===== config.mk =====
export PLATFORM = sky130hd
export DESIGN_NAME = mix_columns_seq
export DESIGN_NICKNAME = d
export VERILOG_FILES = /design/src/rtl/aes_pkg.sv /design/src/rtl/mix_column_word.sv /design/src/rtl/mix_columns_seq.sv
export SDC_FILE = /design/constraint.sdc
export NUM_CORES = 1
export LEC_CHECK = 0
export BUFFER_PORTS_ARGS = -buffer_cell sky130_fd_sc_hd__clkbuf_2
export CORE_ASPECT_RATIO = 1.25
export CORE_MARGIN = 2
export CORE_UTILIZATION = 52
export DETAILED_ROUTE_END_ITERATION = 16
export PLACE_DENSITY = 0.85
export SETUP_SLACK_MARGIN = 0.1
export SYNTH_ARGS = -nofsm -noshare
export SYNTH_HDL_FRONTEND = slang
export SYNTH_SLANG_ARGS = --single-unit
export TNS_END_PERCENT = 10

===== constraint.sdc =====
create_clock -name clk -period 7.8 [get_ports clk]
set_clock_uncertainty 0.1 [all_clocks]
set_input_delay 0.39 -clock clk [delete_from_list [all_inputs] [get_ports clk]]
set_output_delay 0.39 -clock clk [all_outputs]
set_load 0.01 [all_outputs]

===== src/rtl/aes_pkg.sv =====
// Shared AES definitions for the MixColumns engine: block width, reduction polynomial,
// FSM state type, GF(2^8) constant multipliers and column pack/unpack helpers.
package aes_pkg;

    localparam int         AES_BLOCK_W = 128;
    localparam logic [7:0] AES_POLY    = 8'h1b;

    // Row-0 coefficients of the circulant matrices, one nibble per term
    localparam logic [15:0] FWD_COEFS = 16'h2311;
    localparam logic [15:0] INV_COEFS = 16'hebd9;

    typedef enum logic [1:0] {
        IDLE = 2'd0,
        BUSY = 2'd1,
        DONE = 2'd2
    } mc_state_e;

    function automatic logic [7:0] xtime(input logic [7:0] b);
        return {b[6:0], 1'b0} ^ (b[7] ? AES_POLY : 8'h00);
    endfunction

    function automatic logic [7:0] gmul_by_2(input logic [7:0] b);
        return xtime(b);
    endfunction

    function automatic logic [7:0] gmul_by_3(input logic [7:0] b);
        return xtime(b) ^ b;
    endfunction

    function automatic logic [7:0] gmul_by_9(input logic [7:0] b);
        return xtime(xtime(xtime(b))) ^ b;
    endfunction

    function automatic logic [7:0] gmul_by_b(input logic [7:0] b);
        return xtime(xtime(xtime(b))) ^ xtime(b) ^ b;
    endfunction

    function automatic logic [7:0] gmul_by_d(input logic [7:0] b);
        return xtime(xtime(xtime(b))) ^ xtime(xtime(b)) ^ b;
    endfunction

    function automatic logic [7:0] gmul_by_e(input logic [7:0] b);
        return xtime(xtime(xtime(b))) ^ xtime(xtime(b)) ^ xtime(b);
    endfunction

    function automatic logic [7:0] gmul_const(input logic [3:0] k, input logic [7:0] b);
        logic [7:0] p;
        case (k)
            4'h1:    p = b;
            4'h2:    p = gmul_by_2(b);
            4'h3:    p = gmul_by_3(b);
            4'h9:    p = gmul_by_9(b);
            4'hb:    p = gmul_by_b(b);
            4'hd:    p = gmul_by_d(b);
            4'he:    p = gmul_by_e(b);
            default: p = 8'h00;
        endcase
        return p;
    endfunction

    // The state is row-major, so a column is four bytes spaced one row (32 bits) apart
    function automatic logic [31:0] get_col(input logic [AES_BLOCK_W-1:0] s, input logic [1:0] c);
        logic [31:0] col;
        for (int r = 0; r < 4; r++)
            col[31-8*r -: 8] = s[127-32*r-8*int'(c) -: 8];
        return col;
    endfunction

    function automatic logic [AES_BLOCK_W-1:0] put_col(input logic [AES_BLOCK_W-1:0] s,
                                                        input logic [1:0] c,
                                                        input logic [31:0] col);
        logic [AES_BLOCK_W-1:0] res;
        res = s;
        for (int r = 0; r < 4; r++)
            res[127-32*r-8*int'(c) -: 8] = col[31-8*r -: 8];
        return res;
    endfunction

endpackage


===== src/rtl/mix_column_word.sv =====
// Combinational MixColumns / InvMixColumns of one 32-bit column (row 0 in the MSB byte).
module mix_column_word
    import aes_pkg::*;
(
    input  logic [31:0] col_in,
    input  logic        inv,
    output logic [31:0] col_out
);

    logic [15:0] coefs;
    logic [7:0]  acc;

    // Output row r uses the row-0 coefficients rotated right by r
    always_comb begin
        // NOTE: every always_comb output gets a default first so no path can infer a latch.
        coefs   = inv ? INV_COEFS : FWD_COEFS;
        col_out = '0;
        acc     = '0;
        for (int r = 0; r < 4; r++) begin
            acc = '0;
            for (int k = 0; k < 4; k++)
                acc ^= gmul_const(coefs[15-4*k -: 4], col_in[31-8*((r+k)%4) -: 8]);
            col_out[31-8*r -: 8] = acc;
        end
    end

endmodule


===== src/rtl/mix_columns_seq.sv =====
// Iterative MixColumns engine: one state in flight, COLS_PER_CYC columns rewritten in place per clock.
module mix_columns_seq
    import aes_pkg::*;
#(
    parameter int COLS_PER_CYC  = 1,
    parameter bit OUT_ZERO_IDLE = 1
) (
    input  logic                   clk,
    input  logic                   rst,
    input  logic                   in_valid,
    output logic                   in_ready,
    input  logic [AES_BLOCK_W-1:0] in_data,
    input  logic                   in_inv,
    output logic                   out_valid,
    input  logic                   out_ready,
    output logic [AES_BLOCK_W-1:0] out_data
);

    if (COLS_PER_CYC != 1 && COLS_PER_CYC != 2 && COLS_PER_CYC != 4) begin : g_bad_cols
        $error("mix_columns_seq: COLS_PER_CYC must be 1, 2 or 4");
    end

    mc_state_e              fsm_q;
    logic [1:0]             col_idx_q;
    logic [AES_BLOCK_W-1:0] data_q;
    logic [AES_BLOCK_W-1:0] data_next;
    logic                   inv_q;
    logic                   last_step;
    logic [31:0]            col_in  [COLS_PER_CYC];
    logic [31:0]            col_out [COLS_PER_CYC];

    for (genvar j = 0; j < COLS_PER_CYC; j++) begin : g_col
        assign col_in[j] = get_col(data_q, col_idx_q + 2'(j));

        mix_column_word u_word (
            .col_in  (col_in[j]),
            .inv     (inv_q),
            .col_out (col_out[j])
        );
    end

    always_comb begin
        data_next = data_q;
        for (int j = 0; j < COLS_PER_CYC; j++)
            data_next = put_col(data_next, col_idx_q + 2'(j), col_out[j]);
    end

    assign last_step = (int'(col_idx_q) + COLS_PER_CYC) == 4;

    always_ff @(posedge clk) begin
        // NOTE: registers are updated with <= so every flop samples pre-edge values, independent of statement order.
        if (rst) begin
            fsm_q     <= IDLE;
            col_idx_q <= '0;
            data_q    <= '0;
            inv_q     <= 1'b0;
        end else begin
            case (fsm_q)
                IDLE: if (in_valid) begin
                    data_q    <= in_data;
                    inv_q     <= in_inv;
                    col_idx_q <= '0;
                    fsm_q     <= BUSY;
                end
                BUSY: begin
                    data_q    <= data_next;
                    col_idx_q <= col_idx_q + 2'(COLS_PER_CYC);
                    if (last_step)
                        fsm_q <= DONE;
                end
                DONE: if (out_ready)
                    fsm_q <= IDLE;
                default: fsm_q <= IDLE;
            endcase
        end
    end

    // Handshake outputs decode the state only; rst just masks acceptance
    assign in_ready  = (fsm_q == IDLE) && !rst;
    assign out_valid = (fsm_q == DONE);
    assign out_data  = (OUT_ZERO_IDLE && !out_valid) ? '0 : data_q;

endmodule


==> results of run 1 <==
power by group through the flow:
stage	clock network, W	registers [W]	logic (W)
after global placement	0	0.000835	0.00184
final	0.000749	0.000824	0.00193
after floorplan	0	0.000802	0.00148
after CTS	0.000745	0.000821	0.00189
after detailed placement	0	0.000835	0.00187
after global routing	0.000775	0.000831	0.00204
flip-flops by register name, summed over array words and instances, names as in the netlist:
name / cells
inv_q: 1
col_idx_q: 2
fsm_q: 2
data_q: 128
cells in the final DEF (no fill, tap or decap), drive strengths merged, types with 19 or more instances in the layout:
master | synthesis | routed
mux4 | 32 | 32
a211oi | 56 | 56
nand2 | 37 | 37
xor2 | 28 | 28
a21oi | 61 | 61
nor2 | 126 | 126
o21ai | 42 | 42
a32oi | 24 | 24
a221oi | 40 | 40
clkbuf | 87 | 283
dfxtp | 133 | 133
xnor2 | 102 | 102
xnor3 | 31 | 31
nor3 | 43 | 43
nand3 | 23 | 23
or3 | 19 | 19
and2 | 131 | 131
final timing paths:
check / endpoint / from / cells past startpoint
hold / removal: inv_q / in_inv / 3
setup / recovery: data_q[60] / col_idx_q[0] / 8
setup reg to reg: data_q[60] / col_idx_q[0] / 8
hold reg to reg: data_q[70] / data_q[70] / 2
cells by family (layout without fill, tap and decap cells):
group	count (synthesis)	in the layout	share of synthesized area [%]
simple gates	403	403	20.39
compound gates	279	279	19.78
xor+xnor	165	165	19.82
flops	133	133	26.54
buf+inv	117	313	5.438
mux	34	34	7.533
fa+ha+maj	4	4	0.4989
critical path, cell delays in order, from the launching register on:
cell and delay, ns:
dfxtp_2 0.79, buf_4 0.46, mux4_1 0.77, xnor2_1 0.47, xnor3_1 0.34, xnor3_1 0.40
and2_1 0.34, or3_1 0.44, o311ai_1 0.08
area by class of cell:
cell class / count / area, um^2
fillers: 1583 / 7023
multi-input cells: 885 / 6889
repair buffers: 277 / 1426
well taps: 232 / 290.3
flip-flops and latches: 133 / 2665
clock inverters: 9 / 81.33
clock buffers: 22 / 454.2
inverters: 5 / 18.77
routing by layer:
layer / vias to the layer above / global-route usage, %
met5: - / 0
met4: 0 / 21.68
met3: 191 / 6.855
met2: 805 / 54.40
met1: 4685 / 40.91
li1: 4471 / -
metrics by stage:
step                util [%]  power [W]
floorplan                  -   0.002281
global placement       59.90   0.002670
detailed placement     59.90   0.002704
CTS                    62.74   0.003456
global route           62.74   0.003648
finish                 62.74   0.003502
==> metrics.md, run 1 <==
| Metric | Value |
|---|---|
| Run status | finished, final reports clean |
| Async set-reset flop share out of synthesis | 0% |
| Data arrival, critical path | 4.52 ns |
| Number of instances resized during post-cts repair | 0 |
| Met1 routed wirelength after detailed routing | between 10000 and 15000 um |
| Switching power of the nets | about 0.0015 W |
| Pint | 0.002019 W |
| Mapped Avg Cell Area | 8.839 um^2 |
| Part of the power in combinational logic | 55.1% |
| Critical Path Source Type | flip-flop |
| Initial antenna violation count | 0 |
| Fraction of the yosys area taken by sequential cells | 26.54% |
| Clock-pin slew on the worst setup and hold paths | 0.06 ns |
| Count of final setup violators | 0 |
| Setup slack of the worst register-to-register path | 3.52 ns |
| Areal power density over the cells | between 200 and 300 nW/um^2 |
| Number of clock sinks | 133 |
| Leakage dissipation | 5.010 nW |
| Setup slack after placement | roughly 3.6 ns |
| Maximum fanout count along the critical path | 24 |
| Post-synthesis instance area | 10030 um^2 |
| Fin nets | ~1500 |
| Prevailing post-synth register cell | dfxtp_1 |
| Detailed-route vias per instance | between 6 and 7 |
| Final number of hold-violating endpoints | 0 |
| Buffers on Ports | 262 |
| EDFF count, synth | 0 |
| HP Class | in2reg |
| Setup Total Neg Slack | 0 ns |
| Element type at the critical path end | flip-flop |
| Post-synthesis instance total | 1135 |
| Routed Antenna Nets | 0 |
| Chip Width | 128.2 um |
| Effective utilization at floorplan | 53.23% |
| Post-route DRC violation count | 0 |
| Unique masters post-synth | between 40 and 50 |
| YS warnings | 0 |
| Routability congestion estimate from global placement | 0.9800 |
| Design area | between 10000 and 15000 um^2 |
| Number of global-route vias before repair | 9872 |
| Floorplan core area | 18850 um^2 |
| Maximum buffer depth of the clock tree | 2 |
| Wire length on met2 | 16770 um |
| Diodes inserted | 0 |
| Critical path class | reg2reg |
| Post-Layout Cell Count | 1563 |
| Data required time at the worst endpoint | 8.04 ns |
| Cell types with the highest counts after synthesis | dfxtp_1, and2_1, nor2_1 |
| Switching power as a share of total power | 42.34% |
| Leading post-synthesis cells by cell area | dfxtp_1, xnor2_1, and2_1, xnor3_1, mux4_2 |
| Post-synth top area share | 26.54% |
| Max Clk Rate | 233.5 MHz |
| Maximum number of pins on one net before global-route repair | 75 |
| RSZ-0062 raised after global routing | false |
| Number of DRC markers in iteration 0 | between 1000 and 1500 |
| Routed vias | 10150 |
| Area grow syn2layout | 17.87% |
| Hold Worst Slack | 0.09348 ns |
| Clock tree from TritonCTS | yes |
| Sum of met3 wire segment lengths after detailed routing | 3470 um |
| Worst relative slew slack | 15.62% |
| Leading cell type by number of instances after synthesis | dfxtp_1 |
| First-pass GRT wire length | 53850 um |
| Post-synth net total | 1272 |
| Highest routing layer actually used | met4 |
| Period Utilization, post-route | 54.91% |
| Slew @ Worst Pin | 1.266 ns |
| Final Max Tran Viols | 0 |
| Overall overflow remaining after global route | 0 |
| Number of top-level pins | 263 |
| Placed Instance Area | 11290 um^2 |
| Reported max-cap violation count | 0 |
| Die Outline Area | 20430 um^2 |
| Cell taking the most area after synthesis | dfxtp_1 |
| Count of state elements after synthesis | about 130 |
| Inst Count DP | around 1500 |
| Post-CTS setup buffer count | 0 |
| Clock share of power | 21.4% |
| Routed wire length | 34920 um |
| Setup ws final | roughly 3.5 ns |
| Detailed placer's ending HPWL | around 24000 um |
| Detailed-route wire length per cell | 22.34 um |
| Clock insertion delay at the later pin of the skew report | about 0.43 ns |
| IR Drop Worst-Case VDD | 0.0002307 V |
| Ratio of cells with drive above 1 in the final layout | 27.35% |
| Final min period | 4.283 ns |
| Share of total power in sequential cells | 23.5% |
| Global routing usage summed across all routing layers | 33.81% |
| Detailed Routing Iterations Pass 1 | 6 |
| Number of buffers inserted during clock tree synthesis | 17 |
| DIE HEIGHT | ~160 um |
| CTS Hold Bufs | 0 |
| Master cell of the clock root buffer | clkbuf_16 |
| H-tree depth | 4 |
| Placement Rows | between 50 and 60 |
No activity file was read; power rests on OpenSTA's default activity.
==> inputs of run 2 (changes only) <==
==> constraint.sdc (replaced) <==
create_clock -name clk -period 4.3 [get_ports clk]
set_clock_uncertainty 0.1 [all_clocks]
set_input_delay 0.215 -clock clk [delete_from_list [all_inputs] [get_ports clk]]
set_output_delay 0.215 -clock clk [all_outputs]
set_load 0.01 [all_outputs]
==> run 2 against run 1 <==
  * Utilization up 2.0 points
  * Setup slack got worse by 3.2 ns
  * Clock-buffer cell count is 3 lower
  * Global-route usage grew 0.34 points
  * Fmax is 6.4% higher
  * Critical path depth unchanged
  * Design area up 3.2%
  * Final cell count is 2.5% higher
  * Register-to-register slack got worse by 3.2 ns
  * Wire length rose by 3.0%
  * Sequential power up 82%
  * First-iteration DRC count increased by 26%
  * Critical path type unchanged
  * Largest cell class unchanged
  * Largest power group unchanged
==> metrics.md, run 2 (synthesis gave the netlist of run 1 again) <==
| Metric | Value |
|---|---|
| Floorplan core area | 18850 um^2 |
| Number of top-level pins | between 200 and 300 |
| Diodes inserted | 0 |
| Final Max Tran Viols | 0 |
| Crit Reg-Reg Endpoint | data_q[126] |
| Final Total Pwr | 0.006411 W |
| Switching power as a share of total power | roughly 43% |
| Critical Path Source Type | flip-flop |
| Routability congestion estimate from global placement | 1.009 |
| Data arrival, critical path | 4.22 ns |
| Clock tree from TritonCTS | yes |
| Overall overflow remaining after global route | 0 |
| Slowest library cell on the worst path | mux4_2 |
| Leakage dissipation | approximately 5.2 nW |
| Routed wire length | ~36000 um |
| HP Start | in_data[109] |
| Largest regs | data_q: 128 flops, col_idx_q: 2 flops, fsm_q: 2 flops |
| Data required time at the worst endpoint | roughly 4.5 ns |
| Final number of hold-violating endpoints | 0 |
| Detailed placer's ending HPWL | 24490 um |
| Period Utilization, post-route | 93.63% |
| Worst R2R Path Depth | 8 |
| Routed vias | 10380 |
| Hold Worst Slack | 0.003385 ns |
| Register with the most flip-flops | data_q |
| Cell depth of the worst min-delay path | 3 |
| Count of final setup violators | 0 |
| Areal power density over the cells | 525.5 nW/um^2 |
| Detailed-route vias per instance | 6.478 |
| Critical register-to-register path startpoint | col_idx_q[0] |
| Core occupancy in the finished layout | 64.73% |
| Crit path buf inv count | 1 |
| Number of instances resized during post-cts repair | 0 |
| Placement Rows | 56 |
| Maximum number of pins on one net before global-route repair | 84 |
| Part of the power in combinational logic | 55.2% |
| Clock-pin slew on the worst setup and hold paths | 0.06 ns |
| Maximum buffer depth of the clock tree | 2 |
| Slew @ Worst Pin | between 1 and 1.5 ns |
| CP top delay family | XOR/XNOR gates |
| Number of global-route vias before repair | 9939 |
| Cell Chain, Critical Path | buf_4 > mux4_2 > xnor2_2 > xnor3_1 > xnor2_1 > or3_1 > a32oi_1 > a211oi_1 |
| Pint | 0.003680 W |
| Placed Instance Area | 11330 um^2 |
| Run status | finished, final reports clean |
| Detailed-route wire length per cell | approximately 22 um |
| RSZ-0062 raised after global routing | false |
| Element type at the critical path end | flip-flop |
| Chip Width | 128.2 um |
| Design area | approximately 12000 um^2 |
| Global routing usage summed across all routing layers | 34.16% |
| Area grow syn2layout | 21.61% |
| Critical path's largest stage delay | 0.75 ns |
| IR Drop Worst-Case VDD | around 0.00035 V |
| Number of clock sinks | 133 |
| First-pass GRT wire length | between 50000 and 60000 um |
| CTS Hold Bufs | 33 |
| Leading cell type in the layout, fill and taps excluded | clkbuf_2 |
| Largest register FFs | 128 |
| Number of DRC markers in iteration 0 | 1440 |
| Worst relative slew slack | approximately 15% |
| Master cell of the clock root buffer | clkbuf_16 |
| Final min period | 4.026 ns |
| Clock insertion delay at the later pin of the skew report | 0.44 ns |
| Detailed Routing Iterations Pass 1 | 6 |
| H-tree depth | 4 |
| Share of total power in sequential cells | 23.3% |
| Fin nets | about 1500 |
| Reported max-cap violation count | 0 |
| Commonest cells after routing, fill and taps aside | clkbuf_2, dfxtp_1, and2_1 |
| Initial antenna violation count | 0 |
| HP Class | in2reg |
| Maximum fanout count along the critical path | 24 |
| Switching power of the nets | 0.002732 W |
| Setup slack of the worst register-to-register path | about 0.27 ns |
| Critical path class | reg2reg |
| End of the worst hold path | data_q[109] |
| Buffers on Ports | 262 |
| Effective utilization at floorplan | 53.23% |
| Number of buffers inserted during clock tree synthesis | 17 |
| Clock share of power | 21.5% |
| Routed Antenna Nets | 0 |
| Post-CTS setup buffer count | 0 |
| Die Outline Area | 20430 um^2 |
| Max Clk Rate | 248.4 MHz |
| Setup Total Neg Slack | 0 ns |
| Ratio of cells with drive above 1 in the final layout | 27.15% |
| Post-route DRC violation count | 0 |
| DIE HEIGHT | 159.3 um |
| Fillers | around 1600 |
[run 2: cell count changes in the layout (fill, tap and decap cells not counted)]
cell	delta
clkinvlp_4	-1
clkbuf_1	-2
clkinv_4	+2
buf_4	+5
clkinv_2	+2
inv_6	+1
dlygate4sd3_1	+33
clkbuf_8	-1
[run 2: power by group through the flow]
stage	sequential [W]	clock (W)	combinational, W
after floorplan	0.00145	0	0.00268
after global placement	0.00151	0	0.00332
after detailed placement	0.00151	0	0.00338
after CTS	0.00149	0.00137	0.00345
after global routing	0.00151	0.00143	0.00374
final	0.00150	0.00138	0.00354
[run 2: layout make-up]
class                           instances  area [um^2]  share of cell area (%)
Clock buffer                           19        432.9                   3.548
Clock inverter                         13        110.1                  0.9025
Tap cell                              232        290.3                   2.379
Inverter                                5        18.77                  0.1538
Timing Repair Buffer                  315         1794                   14.71
Multi-Input combinational cell        885         6889                   56.47
Sequential cell                       133         2665                   21.84
[run 2: worst max-delay path by stage]
| stage | start | end | slack (ns) | cells past startpoint |
|---|---|---|---|---|
| 6_report | col_idx_q[0] | data_q[126] | 0.27 | 8 |
| 3_5_place_dp | col_idx_q[0] | data_q[126] | 0.31 | 8 |
| 4_1_cts | col_idx_q[0] | data_q[3] | 0.27 | 8 |
| 3_3_place_gp | col_idx_q[0] | data_q[67] | 0.42 | 8 |
| 2_1_floorplan | col_idx_q[0] | data_q[3] | 0.94 | 10 |
| 5_1_grt | col_idx_q[0] | data_q[126] | 0.13 | 8 |
[run 2: routing by layer]
layer	part of all wire, %	vias up	track usage [%]
met2	48	813	55.08
li1	-	4556	-
met4	6.0	0	21.58
met1	36	4846	41.76
met5	0	-	0
met3	10	163	6.284
[run 2: tightest hold or removal path, delay by kind of cell]
family	cells	cell delay [ns]
buffers and inverters	1	0.09
AO/OA/AOI/OAI	2	0.18
[run 2: per-stage QoR]
stage	std cells	worst slack [ns]
3_5_place_dp	1537	0.3098
4_1_cts	1602	0.2726
2_1_floorplan	1135	0.9384
5_1_grt	1602	0.1288
6_report	1602	0.2738
3_3_place_gp	1537	0.4173
==> inputs of run 3 (changes only) <==
--- a/config.mk
+++ b/config.mk
@@ -10,9 +10,11 @@
 export CORE_MARGIN = 2
 export CORE_UTILIZATION = 52
 export DETAILED_ROUTE_END_ITERATION = 16
-export PLACE_DENSITY = 0.85
+export PLACE_DENSITY = 0.83
+export REMOVE_ABC_BUFFERS = 1
 export SETUP_SLACK_MARGIN = 0.1
 export SYNTH_ARGS = -nofsm -noshare
 export SYNTH_HDL_FRONTEND = slang
+export SYNTH_HIERARCHICAL = 1
 export SYNTH_SLANG_ARGS = --single-unit
 export TNS_END_PERCENT = 10
==> run 3 against run 2 <==
  * Register-to-register slack gained 0.06 ns
  * Total power fell by 5.0%
  * Via count rose by 11%
  * Synthesized cell count increased by 15%
  * Die area up 13%
  * Combinational power shrank 11%
  * Sequential share of layout area shrank 2.3 points
  * First-iteration DRC count up 3.6%
  * Global-route usage fell by 1.2 points
  * Design area up 12%
  * Critical path depth is 2 higher
  * Non-clock buffer count rose by 28
==> metrics.md, run 3 <==
| Metric | Value |
|---|---|
| Run status | finished, final reports clean |
| YS warnings | 6 |
| Detailed-route vias per instance | between 6 and 7 |
| Overall overflow remaining after global route | 0 |
| Cell depth of the worst min-delay path | 3 |
| Slowest library cell on the worst path | dfxtp_4 |
| Post-synth top area share | between 20% and 30% |
| Master cell of the clock root buffer | clkbuf_16 |
| Global routing usage summed across all routing layers | between 30% and 40% |
| Critical register-to-register path startpoint | col_idx_q[1] |
| HP Class | in2reg |
| Largest register FFs | around 130 |
| Hold Worst Slack | roughly 0.0044 ns |
| Crit Reg-Reg Endpoint | data_q[44] |
| Fraction of the yosys area taken by sequential cells | 23.36% |
| Cell types with the highest counts after synthesis | xnor2_1, dfxtp_1, nor3_1 |
| Data required time at the worst endpoint | 4.54 ns |
| Chip Width | 136.4 um |
| Floorplan core area | 21550 um^2 |
| EDFF count, synth | 0 |
| Mapped Avg Cell Area | 8.728 um^2 |
| Leading post-synthesis cells by cell area | dfxtp_1, xnor2_1, a221oi_2, mux4_2, nor3_1 |
| Post-synthesis instance area | 11400 um^2 |
| Final Total Pwr | approximately 0.0061 W |
| Clock insertion delay at the later pin of the skew report | 0.44 ns |
| Prevailing post-synth register cell | dfxtp_1 |
| Number of DRC markers in iteration 0 | 1492 |
| Maximum buffer depth of the clock tree | 2 |
| Register with the most flip-flops | data_q |
| Count of final setup violators | 0 |
| Worst relative slew slack | 15.70% |
| Final min period | just under 4 ns |
| HP Start | in_data[98] |
| Crit path buf inv count | 1 |
| Ratio of cells with drive above 1 in the final layout | 29.91% |
| Maximum fanout count along the critical path | 39 |
| IR Drop Worst-Case VDD | 0.0003601 V |
| Worst R2R Path Depth | 10 |
| Area grow syn2layout | 19.97% |
| Routed Antenna Nets | 0 |
| CP top delay family | XOR/XNOR gates |
| Critical path's largest stage delay | approximately 0.68 ns |
| Number of global-route vias before repair | 11310 |
| Post-synthesis instance total | 1306 |
| Number of buffers inserted during clock tree synthesis | 17 |
| Slew @ Worst Pin | about 1.3 ns |
| Number of instances resized during post-cts repair | 0 |
| RSZ-0062 raised after global routing | false |
| Inst Count DP | 1713 |
| Clock-pin slew on the worst setup and hold paths | 0.06 ns |
| Maximum number of pins on one net before global-route repair | 98 |
| Reported max-cap violation count | 0 |
| Fin nets | 1645 |
| Buffers on Ports | 262 |
| Async set-reset flop share out of synthesis | 0% |
| Routed wire length | approximately 39000 um |
| Number of clock sinks | 133 |
| Clock tree from TritonCTS | yes |
| Count of state elements after synthesis | roughly 130 |
| Data arrival, critical path | 4.21 ns |
| First-pass GRT wire length | 59550 um |
| Period Utilization, post-route | 92.31% |
| Element type at the critical path end | flip-flop |
| Diodes inserted | 0 |
| Cell taking the most area after synthesis | dfxtp_1 |
| Routability congestion estimate from global placement | 0.9456 |
| Commonest cells after routing, fill and taps aside | clkbuf_2, xnor2_1, nor3_1, dfxtp_1, a21oi_1 |
| Post-route DRC violation count | 0 |
| Critical path class | reg2reg |
| Detailed-route wire length per cell | 21.65 um |
| Routed vias | 11510 |
| Initial antenna violation count | 0 |
| Leading cell type by number of instances after synthesis | xnor2_1 |
| End of the worst hold path | data_q[98] |
| H-tree depth | 4 |
| Areal power density over the cells | 445.6 nW/um^2 |
| DIE HEIGHT | 169.5 um |
| Detailed Routing Iterations Pass 1 | 7 |
| Detailed placer's ending HPWL | 25480 um |
| Number of top-level pins | roughly 260 |
| Largest regs | data_q: 128 flops, col_idx_q: 2 flops, fsm_q: 2 flops |
| Final Max Tran Viols | 0 |
| Max Clk Rate | 251.9 MHz |
| Critical Path Source Type | flip-flop |
| Leakage dissipation | just over 5 nW |
| Unique masters post-synth | 40 |
| Post-Layout Cell Count | 1800 |
| Leading cell type in the layout, fill and taps excluded | clkbuf_2 |
| Setup slack of the worst register-to-register path | 0.33 ns |
| Final number of hold-violating endpoints | 0 |
| Cell repeated most along the worst path | xnor2_1 |
| Placement Rows | 60 |
| Cell Chain, Critical Path | buf_4 > mux4_2 > xor2_2 > xnor2_1 > xnor3_1 > nand2_1 > xnor2_2 > xnor2_1 > nand4_1 > a311oi_2 |
| Effective utilization at floorplan | 52.90% |
| Die Outline Area | approximately 23000 um^2 |
==> run 3: changes by cell type after synthesis, sizes merged, moves of 50 or more <==
cell / delta
buf: +50
and2: -65
inv: +64
nand2b: +59
nor3: +86
a311oi: +64
nand4: +64
a211oi: -56
nor2b: +66
nor2: -123
==> run 3: stage by stage <==
step | setup slack [ns] | TNS [ns] | util, % | cell area (um^2)
2_1_floorplan | -2.150 | -333.75 | - | 10580
3_3_place_gp | 0.5397 | 0 | 58.15 | 12530
3_5_place_dp | 0.4768 | 0 | 58.15 | 12530
4_1_cts | 0.4052 | 0 | 63.47 | 13670
5_1_grt | 0.1962 | 0 | 63.47 | 13670
6_report | 0.3306 | 0 | 63.47 | 13670
==> run 3: power by group <==
group	internal [W]	leakage, nW	switching [W]
logic	0.00134	3.77	0.00181
clock network	0.000897	0.288	0.000583
registers	0.00136	1.10	0.000105
total	0.00360	5.16	0.00250
==> run 3: worst register-to-register path: stages (launching register included) <==
cell      delay [ns]
dfxtp_4         0.68
buf_4           0.37
mux4_2          0.58
xor2_2          0.40
xnor2_1         0.21
xnor3_1         0.35
nand2_1         0.14
xnor2_2         0.12
xnor2_1         0.44
nand4_1         0.19
a311oi_2        0.30
==> run 3: area by class of cell <==
class | count | area, um^2
inverter | 68 | 257.7
clock buffer | 20 | 466.7
sequential | 133 | 2673
multi-input combinational | 945 | 7715
timing repair buffer | 343 | 2085
tap | 279 | 349.1
clock inverter | 12 | 128.9
fill | 1758 | 7871
==> run 3: routing by layer <==
metal / GRT usage (%) / routed length (um) / vias to the layer above
met5: 0 / 0 / -
met4: 18.61 / 1869 / 0
met3: 5.795 / 3744 / 195
met2: 54.99 / 19130 / 843
met1: 39.68 / 14230 / 5422
li1: - / - / 5047
==> run 3: what timing repair did <==
action / CTS / global route
hold buffers: 55 / 0
hold endpoints to repair: 55 / 0
buffers inserted: 0 / 0
==> run 3: cells by family (layout without fill, tap and decap cells) <==
kind of cell / after synthesis / in the layout / synth area share (%)
buffers and inverters: 228 / 443 / 9.462
DFF: 133 / 133 / 23.36
xor gates and xnor gates: 211 / 211 / 18.76
muxes: 40 / 40 / 7.124
AOI/OAI and AO/OA: 199 / 199 / 16.55
and+or+nand+nor: 491 / 491 / 24.30
adders and majority gates: 4 / 4 / 0.4391
==> run 3: how the worst max path moves through the flow <==
| stage | depth (start not counted) | slack, ns | to | startpoint |
|---|---|---|---|---|
| floorplan | 3 | -2.15 | data_q[80] | fsm_q[0] |
| global placement | 10 | 0.54 | data_q[44] | col_idx_q[1] |
| detailed placement | 9 | 0.48 | data_q[11] | col_idx_q[1] |
| CTS | 10 | 0.41 | data_q[44] | col_idx_q[1] |
| global route | 10 | 0.20 | data_q[44] | col_idx_q[1] |
| finish | 10 | 0.33 | data_q[44] | col_idx_q[1] |
